## config.mk

```make
export PLATFORM = sky130hd
export DESIGN_NAME = decode_stage
export DESIGN_NICKNAME = d
export VERILOG_FILES = /design/src/rtl/decoder_pkg.sv /design/src/rtl/decode_comb.sv /design/src/rtl/decode_stage.sv
export SDC_FILE = /design/constraint.sdc
export NUM_CORES = 1
export LEC_CHECK = 0
export BUFFER_PORTS_ARGS = -buffer_cell sky130_fd_sc_hd__buf_2
export CORE_MARGIN = 5
export CORE_UTILIZATION = 45
export CTS_BUF_LIST = sky130_fd_sc_hd__clkbuf_8
export CTS_CLUSTER_SIZE = 8
export DETAILED_ROUTE_END_ITERATION = 8
export PLACE_DENSITY_LB_ADDON = 0.1
export SYNTH_ARGS = -nofsm -noshare
export SYNTH_HDL_FRONTEND = slang
export SYNTH_SLANG_ARGS = --single-unit
export TNS_END_PERCENT = 100
```

## constraint.sdc

```tcl
create_clock -name clk -period 5 [get_ports clk]
set_clock_uncertainty 0.2 [all_clocks]
set_input_delay 0.25 -clock clk [delete_from_list [all_inputs] [get_ports clk]]
set_output_delay 0.25 -clock clk [all_outputs]
set_load 0.02 [all_outputs]
```

## src/rtl/decoder_pkg.sv

```systemverilog
// decoder_pkg
//   Shared constants for the RV32I decode stage: opcode values (instr[6:2]),
//   bit positions inside the 10-bit control vector, funct3 legality helpers
//   and the occupancy state type of the skid buffer.
package decoder_pkg;

  localparam logic [4:0] OP_ALUREG = 5'b01100;
  localparam logic [4:0] OP_ALUIMM = 5'b00100;
  localparam logic [4:0] OP_LOAD   = 5'b00000;
  localparam logic [4:0] OP_STORE  = 5'b01000;
  localparam logic [4:0] OP_BRANCH = 5'b11000;
  localparam logic [4:0] OP_JALR   = 5'b11001;
  localparam logic [4:0] OP_JAL    = 5'b11011;
  localparam logic [4:0] OP_LUI    = 5'b01101;
  localparam logic [4:0] OP_AUIPC  = 5'b00101;

  // Control vector is {ALUreg,ALUimm,Branch,JAL,JALR,LUI,AUIPC,Load,Store,regWrite}
  localparam int CTRL_W        = 10;
  localparam int CTRL_ALUREG   = 9;
  localparam int CTRL_ALUIMM   = 8;
  localparam int CTRL_BRANCH   = 7;
  localparam int CTRL_JAL      = 6;
  localparam int CTRL_JALR     = 5;
  localparam int CTRL_LUI      = 4;
  localparam int CTRL_AUIPC    = 3;
  localparam int CTRL_LOAD     = 2;
  localparam int CTRL_STORE    = 1;
  localparam int CTRL_REGWRITE = 0;

  localparam logic [2:0] F3_BRANCH_RSV0 = 3'b010;
  localparam logic [2:0] F3_BRANCH_RSV1 = 3'b011;
  localparam logic [2:0] F3_LOAD_RSV0   = 3'b011;
  localparam logic [2:0] F3_LOAD_RSV1   = 3'b110;
  localparam logic [2:0] F3_LOAD_RSV2   = 3'b111;
  localparam logic [2:0] F3_STORE_MAX   = 3'b010;
  localparam logic [2:0] F3_JALR        = 3'b000;

  function automatic logic branch_f3_ok(input logic [2:0] f3);
    return (f3 != F3_BRANCH_RSV0) && (f3 != F3_BRANCH_RSV1);
  endfunction

  function automatic logic load_f3_ok(input logic [2:0] f3);
    return (f3 != F3_LOAD_RSV0) && (f3 != F3_LOAD_RSV1) && (f3 != F3_LOAD_RSV2);
  endfunction

  function automatic logic store_f3_ok(input logic [2:0] f3);
    return f3 <= F3_STORE_MAX;
  endfunction

  typedef enum logic [1:0] {
    OCC_EMPTY = 2'd0,
    OCC_ONE   = 2'd1,
    OCC_FULL  = 2'd2
  } occ_e;

endpackage

```

## src/rtl/decode_comb.sv

```systemverilog
// decode_comb
//   Purely combinational RV32I instruction decoder.
//   instr   in  32          instruction word
//   ctrl    out CTRL_W      control flags (zero for illegal encodings)
//   imm     out XLEN        sign-extended immediate (zero for R-type/illegal)
//   illegal out 1           encoding is not a supported RV32I instruction
module decode_comb
  import decoder_pkg::*;
#(
  parameter int XLEN         = 32,
  parameter bit RD0_SUPPRESS = 1'b1
) (
  input  logic [31:0]       instr,
  output logic [CTRL_W-1:0] ctrl,
  output logic [XLEN-1:0]   imm,
  output logic              illegal
);

  logic [4:0]        opcode;
  logic [2:0]        funct3;
  logic [CTRL_W-1:0] ctrl_raw;
  logic [31:0]       imm32;
  logic              bad;

  assign opcode = instr[6:2];
  assign funct3 = instr[14:12];

  always_comb begin
    ctrl_raw = '0;
    imm32    = '0;
    bad      = 1'b0;
    unique case (opcode)
      OP_ALUREG: begin
        ctrl_raw[CTRL_ALUREG]   = 1'b1;
        ctrl_raw[CTRL_REGWRITE] = 1'b1;
      end
      OP_ALUIMM: begin
        ctrl_raw[CTRL_ALUIMM]   = 1'b1;
        ctrl_raw[CTRL_REGWRITE] = 1'b1;
        imm32 = {{20{instr[31]}}, instr[31:20]};
      end
      OP_LOAD: begin
        ctrl_raw[CTRL_LOAD]     = 1'b1;
        ctrl_raw[CTRL_REGWRITE] = 1'b1;
        imm32 = {{20{instr[31]}}, instr[31:20]};
        bad   = !load_f3_ok(funct3);
      end
      OP_STORE: begin
        ctrl_raw[CTRL_STORE] = 1'b1;
        imm32 = {{20{instr[31]}}, instr[31:25], instr[11:7]};
        bad   = !store_f3_ok(funct3);
      end
      OP_BRANCH: begin
        ctrl_raw[CTRL_BRANCH] = 1'b1;
        imm32 = {{19{instr[31]}}, instr[31], instr[7], instr[30:25], instr[11:8], 1'b0};
        bad   = !branch_f3_ok(funct3);
      end
      OP_JALR: begin
        ctrl_raw[CTRL_JALR]     = 1'b1;
        ctrl_raw[CTRL_REGWRITE] = 1'b1;
        imm32 = {{20{instr[31]}}, instr[31:20]};
        bad   = (funct3 != F3_JALR);
      end
      OP_JAL: begin
        ctrl_raw[CTRL_JAL]      = 1'b1;
        ctrl_raw[CTRL_REGWRITE] = 1'b1;
        imm32 = {{11{instr[31]}}, instr[31], instr[19:12], instr[20], instr[30:21], 1'b0};
      end
      OP_LUI: begin
        ctrl_raw[CTRL_LUI]      = 1'b1;
        ctrl_raw[CTRL_REGWRITE] = 1'b1;
        imm32 = {instr[31:12], 12'b0};
      end
      OP_AUIPC: begin
        ctrl_raw[CTRL_AUIPC]    = 1'b1;
        ctrl_raw[CTRL_REGWRITE] = 1'b1;
        imm32 = {instr[31:12], 12'b0};
      end
      default: bad = 1'b1;
    endcase

    // Compressed/short encodings are never legal here.
    if (instr[1:0] != 2'b11) bad = 1'b1;

    // Writes to x0 are architecturally discarded; hide them from the hazard logic.
    if (RD0_SUPPRESS && (instr[11:7] == 5'd0)) ctrl_raw[CTRL_REGWRITE] = 1'b0;
  end

  assign illegal = bad;
  assign ctrl    = bad ? '0 : ctrl_raw;
  assign imm     = bad ? '0 : XLEN'($signed(imm32));

endmodule

```

## src/rtl/decode_stage.sv

```systemverilog
// decode_stage
//   Registered RV32I decode stage with a 2-entry skid buffer (main M, skid S).
//   clk, reset          clock and synchronous active-high reset
//   flush               drop all buffered entries
//   in_valid/in_ready   upstream handshake; in_instr, in_pc payload
//   out_valid/out_ready downstream handshake
//   out_pc, out_ctrl, out_rd, out_rs1, out_rs2, out_funct3, out_funct7b5,
//   out_imm, out_illegal  decoded fields of the beat held in M
//   cnt_decoded, cnt_illegal  saturating downstream transfer counters
module decode_stage
  import decoder_pkg::*;
#(
  parameter int XLEN         = 32,
  parameter int CNT_W        = 16,
  parameter bit RD0_SUPPRESS = 1'b1
) (
  input  logic              clk,
  input  logic              reset,
  input  logic              flush,
  input  logic              in_valid,
  output logic              in_ready,
  input  logic [31:0]       in_instr,
  input  logic [XLEN-1:0]   in_pc,
  output logic              out_valid,
  input  logic              out_ready,
  output logic [XLEN-1:0]   out_pc,
  output logic [CTRL_W-1:0] out_ctrl,
  output logic [4:0]        out_rd,
  output logic [4:0]        out_rs1,
  output logic [4:0]        out_rs2,
  output logic [2:0]        out_funct3,
  output logic              out_funct7b5,
  output logic [XLEN-1:0]   out_imm,
  output logic              out_illegal,
  output logic [CNT_W-1:0]  cnt_decoded,
  output logic [CNT_W-1:0]  cnt_illegal
);

  localparam int PAY_W = 2 * XLEN + CTRL_W + 15 + 3 + 1 + 1;
  localparam logic [CNT_W-1:0] CNT_MAX = {CNT_W{1'b1}};

  logic [CTRL_W-1:0] dec_ctrl;
  logic [XLEN-1:0]   dec_imm;
  logic              dec_illegal;
  logic [PAY_W-1:0]  in_pay;

  occ_e             state_q, state_d;
  logic [PAY_W-1:0] m_pay_q, m_pay_d;
  logic [PAY_W-1:0] s_pay_q, s_pay_d;
  logic [CNT_W-1:0] cnt_dec_q, cnt_dec_d;
  logic [CNT_W-1:0] cnt_ill_q, cnt_ill_d;
  logic             accept, drain;

  decode_comb #(
    .XLEN         (XLEN),
    .RD0_SUPPRESS (RD0_SUPPRESS)
  ) u_decode (
    .instr   (in_instr),
    .ctrl    (dec_ctrl),
    .imm     (dec_imm),
    .illegal (dec_illegal)
  );

  // Decode happens before buffering so M and S carry ready-to-use fields.
  assign in_pay = {in_pc, dec_ctrl, in_instr[11:7], in_instr[19:15], in_instr[24:20],
                   in_instr[14:12], in_instr[30], dec_imm, dec_illegal};

  assign {out_pc, out_ctrl, out_rd, out_rs1, out_rs2,
          out_funct3, out_funct7b5, out_imm, out_illegal} = m_pay_q;

  assign accept = in_valid && in_ready;
  assign drain  = out_valid && out_ready;

  always_ff @(posedge clk) begin
    if (reset) state_q <= OCC_EMPTY;
    else       state_q <= state_d;
  end

  always_comb begin
    state_d = state_q;
    unique case (state_q)
      OCC_EMPTY: if (accept) state_d = OCC_ONE;
      OCC_ONE: begin
        if (drain && !accept)      state_d = OCC_EMPTY;
        else if (!drain && accept) state_d = OCC_FULL;
      end
      OCC_FULL:  if (drain) state_d = OCC_ONE;
      default:   state_d = OCC_EMPTY;
    endcase
    if (flush) state_d = OCC_EMPTY;
  end

  // S is only ever occupied while M is, so both flags follow from occupancy.
  always_comb begin
    out_valid = (state_q != OCC_EMPTY);
    in_ready  = (state_q != OCC_FULL);
  end

  always_comb begin
    m_pay_d   = m_pay_q;
    s_pay_d   = s_pay_q;
    cnt_dec_d = cnt_dec_q;
    cnt_ill_d = cnt_ill_q;

    // A transfer in the flush cycle really happened downstream, so it still counts.
    if (drain) begin
      if (cnt_dec_q != CNT_MAX) cnt_dec_d = cnt_dec_q + CNT_W'(1);
      if (out_illegal && (cnt_ill_q != CNT_MAX)) cnt_ill_d = cnt_ill_q + CNT_W'(1);
    end

    if (flush) begin
      m_pay_d = '0;
      s_pay_d = '0;
    end else if (drain || !out_valid) begin
      // M is free this cycle: refill from S first to keep order, else from input.
      if (state_q == OCC_FULL) m_pay_d = s_pay_q;
      else if (accept)         m_pay_d = in_pay;
    end else if (accept) begin
      s_pay_d = in_pay;
    end
  end

  always_ff @(posedge clk) begin
    if (reset) begin
      m_pay_q   <= '0;
      s_pay_q   <= '0;
      cnt_dec_q <= '0;
      cnt_ill_q <= '0;
    end else begin
      m_pay_q   <= m_pay_d;
      s_pay_q   <= s_pay_d;
      cnt_dec_q <= cnt_dec_d;
      cnt_ill_q <= cnt_ill_d;
    end
  end

  assign cnt_decoded = cnt_dec_q;
  assign cnt_illegal = cnt_ill_q;

endmodule

```

# Yosys cells after proc, flatten, opt, wreduce, memory -nomap -nowiden
# Index checks and enable logic that the tools add are counted.
# totals
reg_bits	222
input_bits	69
out_inout_bits	128
word_cells	84
# op_classes
n_addsub	2
n_lt_le_gt_ge	1
n_eq_ne	21
mux	23
bitwise_logic	1
n_reduce_logical	31
# op_table
operator	n
94-bit two-way mux	2
32-bit case mux with 5 select lines	1
16-bit by 1-bit adder with 16-bit output (second input constant)	2
32-bit two-way mux	1
16-bit != test (second input constant)	2
5-bit by 4-bit equality test with 1-bit output (second input constant)	3
5-bit equality test (second input constant)	3
1-bit two-way mux	12
5-bit by 3-bit equality test with 1-bit output (second input constant)	2
5-bit zero test	2
10-bit two-way mux	1
3-bit != test (second input constant)	3
1-bit logical AND	8
2-bit two-way mux	4
2-bit != test (second input constant)	4
2-bit AND reduction	4
7-bit OR reduction	1
1-bit zero test	6
3-bit by 2-bit != test with 1-bit output (second input constant)	2
2-bit case mux with 3 select lines	1
1-bit case mux with 5 select lines	1
5-bit OR reduction	1
2-bit nonzero test	2
2-bit OR reduction	2
9 further kinds	9

# Logic depth before layout (Yosys ltp)
# logic_depth
ltp_word	9
depth_mapped	11
ltp_nobuf	8

# Cells and area by module
# From an unflattened synthesis, not the netlist that was laid out.
# unflattened
hier_cells	1191
area_unflattened_um2	9984.6
# modules_own_cells
module	instances	cells_each	area_each_um2	seq_area_each_um2
decode_stage	1	1054	9162.5	4444.3
decode_comb	1	137	822.0	0.0

# Least setup slack after synthesis
# Ideal clock, no wire load.
# synth_timing
path_type	register to register
startpoint	register state_q[1]
endpoint	register state_q[1]
setup_ps	65
t_arrival_ps	2240
required_time_ps	4735
path_slack_ps	2495
path_stages_with_launch	11
n_path_buf	3
synth_period_minus_slack_ps	2505
cell_sequence	dfxtp_1 buf_2 nor2b_1 buf_2 clkinv_1 clkbuf_1 nand2_1 ha_1 or3_1 o22a_1 nor2_1
# synth_via
elab_chain_len	6
elab_cells_between_ends	17
cone_classes	6 x eq/ne; 2 x mux; 9 x reduce/logical
# synth_lines
item	line	text
from (decl)	decode_stage.sv:47	occ_e state_q, state_d;
from (signal assigned)	decode_stage.sv:76	else state_q <= state_d;
2-bit != test *	decode_stage.sv:96	in_ready = (state_q != OCC_FULL);
named net in_ready	decode_stage.sv:21	output logic in_ready,
1-bit logical AND *	decode_stage.sv:71	assign accept = in_valid && in_ready;
1-bit zero test	decode_stage.sv:84	if (drain && !accept) state_d = OCC_EMPTY;
1-bit logical AND	decode_stage.sv:84	
3-bit != test (no source line) or 2-bit two-way mux (tied branches)	-	
3-bit AND reduction (no source line) or 2-bit case mux with 3 select lines (tied branches)	-	
# The timed path passes the listed nets; every way through them passes the cells marked *.
# A chain may end at the register's enable or synchronous reset.

# Worst setup path in the final report
# layout_timing
startpoint	register state_q[1]
endpoint	register m_pay_q[61]
# layout_via
elab_chain_len	4
elab_cells_between_ends	10
cone_classes	2 x eq/ne; 1 x mux; 7 x reduce/logical
# layout_lines
item	line	text
2-bit != test or 2-bit nonzero test (tied branches)	decode_stage.sv:96, decode_stage.sv:95	
1-bit logical AND, or another cell as far along	decode_stage.sv:71	
2-bit nonzero test (no source line) or 1-bit logical OR (tied branches)	-	
2-bit AND reduction (no source line)	-	
to (signal assigned)	decode_stage.sv:130	m_pay_q <= m_pay_d;
to (decl)	decode_stage.sv:48	logic [PAY_W-1:0] m_pay_q, m_pay_d;
# Several ways; a longest one is shown, not always the timed one.

==> run summary <==
Final Instance Count excl. Fillers: 1720
Setup bufs post-CTS: 0
PnR Total Power: 3.919 mW
Worst Setup EP: m_pay_q[61]
Post-DP HPWL: 19150 µm
FFs w/ async S/R, synth: 0%
Starting density of the core: 45.32%
Element type at the critical path end: flip-flop
Initial drt markers: 764
Placed Cells: 1589
Top cells by area, synth: dfxtp_1 45%, nand2_1 8.9%, a21oi_1 6.4%
Netlist cell types: 70
Switching share of power: 26.18%
CTS resizes: 0
R2R Setup Slk: 2080 ps
PD cells: 320.0 nW/µm²
Fin. Hold Viols: 0
Worst setup SP type: flip-flop
Antenna violations before repair: 0
Clk_lat worst skew: 520 ps
Post-synth EDFFs: 0
CP Launch Point: state_q[1]
CTS tree: yes
Die Footprint: 24830 µm²
RR Endpoint: m_pay_q[61]
Crit-path cells: nor2b_4 > buf_4 > buf_4 > nor3_1 > nand3_1 > o22ai_1
Clock Power Share: 42.9%
DRC: 0
Layout cells sized above 1: 20.28%
Logic pwr share: 10.5%
Synth Area per Inst: 8.159 µm²
Maximum level of the CTS H-tree: 2
CP arrival: 3100 ps
Hold WS: 16.29 ps
Post-synthesis sequential area ratio: 45.35%
CP required: 5170 ps
Vias/cell: 5.606
Setup TNS: 0 ps
Io pins: 197
CTS Root Cell: clkbuf_8
Vias in the first global route: 8897
Pint: 2.893 mW
Final GP Congestion: 0.8590
R2R cell count: 6
HP Class: input pin to flip-flop
Most common cell after layout, fill and taps aside: nand2_1
Gr ovfl total: 0
First-pass GRT wire length: 47620 µm
Peak supply drop: 0.0002203 V
Crit path max fanout: 60
Final WL: 30220 µm
Final worst-path cycle share: 58.45%
Worst-path clk slew: 60 ps
Worst Tran Pin Value: 1139 ps
Num CTS Buffers: 40
Reg2reg start: state_q[1]
F_max: 342.2 MHz
Critical-path top delay cell: buf_4
Cell taking the most area after synthesis: dfxtp_1
Crit Path Category: flip-flop to flip-flop
Post-DR wirelength/cell: 17.57 µm
P_leak: 4.947 nW
Most frequent cells in the layout: 233 x nand2_1, 222 x dfxtp_1, 196 x buf_2
CTS sink cnt: 222
Yosys warns: 0
Post-DP Area: 10830 µm²
Relative slew slack: 23.92%
Sequential Power Share: 46.5%
Clk buf depth: 3
Unrepaired setup endpoints after global routing: false
Die H: 157.6 µm
Main flop type after synthesis: dfxtp_1
Synth Register Bits: 222
HP Start: flush
Synthesis-to-finish area growth: 24.96%
Port bufs: 196
Sw Pwr: 1.026 mW
Cell Rows: 54
Cells after synthesis: 1201
# diodes: 0
Layout net count: 1487
Slew Viols, Final: 0
Overall Global Routing Usage: 23.48%
Crit-path most repeated cell: buf_4
First-pass detailed-route iteration total: 5
Die width: 157.6 µm
Vias post-DR: 9643
Status: finished clean
Design area: 12250 µm²
Share of the synthesized area in the top cell type: 45.35%
Synth Cell Area: 9799 µm²
Number of nets with antenna violations after routing: 0
CTS Hold Bufs: 64
Syn nets: 1273
Slowest stage delay, CP: 640 ps
CORE AREA: 21620 µm²
Max cap viols: 0
Setup-failing EPs final: 0
Tmin final: 2923 ps
Largest net degree at the start of global routing: 88
state kept, by name (all words and copies together), names as in the netlist:
signal and cells:
state_q 2, cnt_decoded 16, cnt_illegal 16, m_pay_q 94, s_pay_q 94
worst min path at each step:
stage	endpoint	slack (ps)	cells past startpoint
final	s_pay_q[52]	20	4
after detailed placement	s_pay_q[81]	250	2
after floorplan	m_pay_q[0]	150	1
after CTS	m_pay_q[58]	2	3
after global routing	s_pay_q[17]	50	4
after global placement	s_pay_q[85]	240	2
cell type report:
class,instances,area [µm²]
Clock buffer,47,646.9
Timing Repair Buffer,273,1719
Sequential cell,222,4444
Clock inverter,20,128.9
Inverter,7,26.28
Tap cell,280,350.3
Multi-Input combinational cell,871,4930
Fill cell,2085,9375
per-layer routing:
layer	share of wire (%)	track usage, %	routed length (µm)
met1	44	33.00	13420
met5	0	0	0
met4	3.1	8.357	925
met3	7.4	3.745	2229
met2	45	36.76	13640
logic make-up after synthesis:
logic type / after synthesis / share of synthesized area [%]
buffers and inverters: 108 / 4.711
xor gates and xnor gates: 27 / 2.413
DFF: 222 / 45.35
muxes: 3 / 0.3064
adders and majority gates: 3 / 0.3831
and+or+nand+nor: 521 / 24.12
AOI/OAI and AO/OA: 317 / 22.71
metrics by stage:
stage	setup slack (ps)	utilization (%)
6_report	2077	56.64
5_1_grt	1844	56.64
3_5_place_dp	2143	50.09
3_3_place_gp	2183	50.09
2_1_floorplan	2495	-
4_1_cts	2112	56.64
cells in the mapped netlist (4+ instances only):
cell type	number
a21oi_1	126
a22o_1	10
a311oi_1	52
a31oi_1	9
and3_1	25
and4_1	4
buf_1	4
buf_2	20
clkbuf_1	71
dfxtp_1	222
inv_1	6
nand2_1	233
nand2b_1	9
nand3_1	55
nand4_1	15
nor2_1	112
nor2b_1	6
nor3_1	14
nor4_1	6
o211ai_1	4
o21ai_0	28
o22ai_1	20
o31ai_1	10
o41ai_1	24
o41ai_2	9
or2_2	4
or3_1	18
xnor2_1	18
xor2_1	9
critical path, delay by kind of cell, from the launching register on:
kind | cells | cell delay [ps]
DFF | 1 | 500
AOI/OAI and AO/OA | 1 | 180
and+or+nand+nor | 3 | 830
buffers and inverters | 2 | 1010
power groups by stage:
stage          registers, mW  logic, mW  clock network [mW]
6_report                1.82      0.412                1.68
5_1_grt                 1.83      0.451                1.82
4_1_cts                 1.82      0.412                1.72
3_5_place_dp            1.86      0.373                   0
3_3_place_gp            1.86      0.373                   0
2_1_floorplan           1.89      0.202                   0
Power figures use the tool's default switching activity.
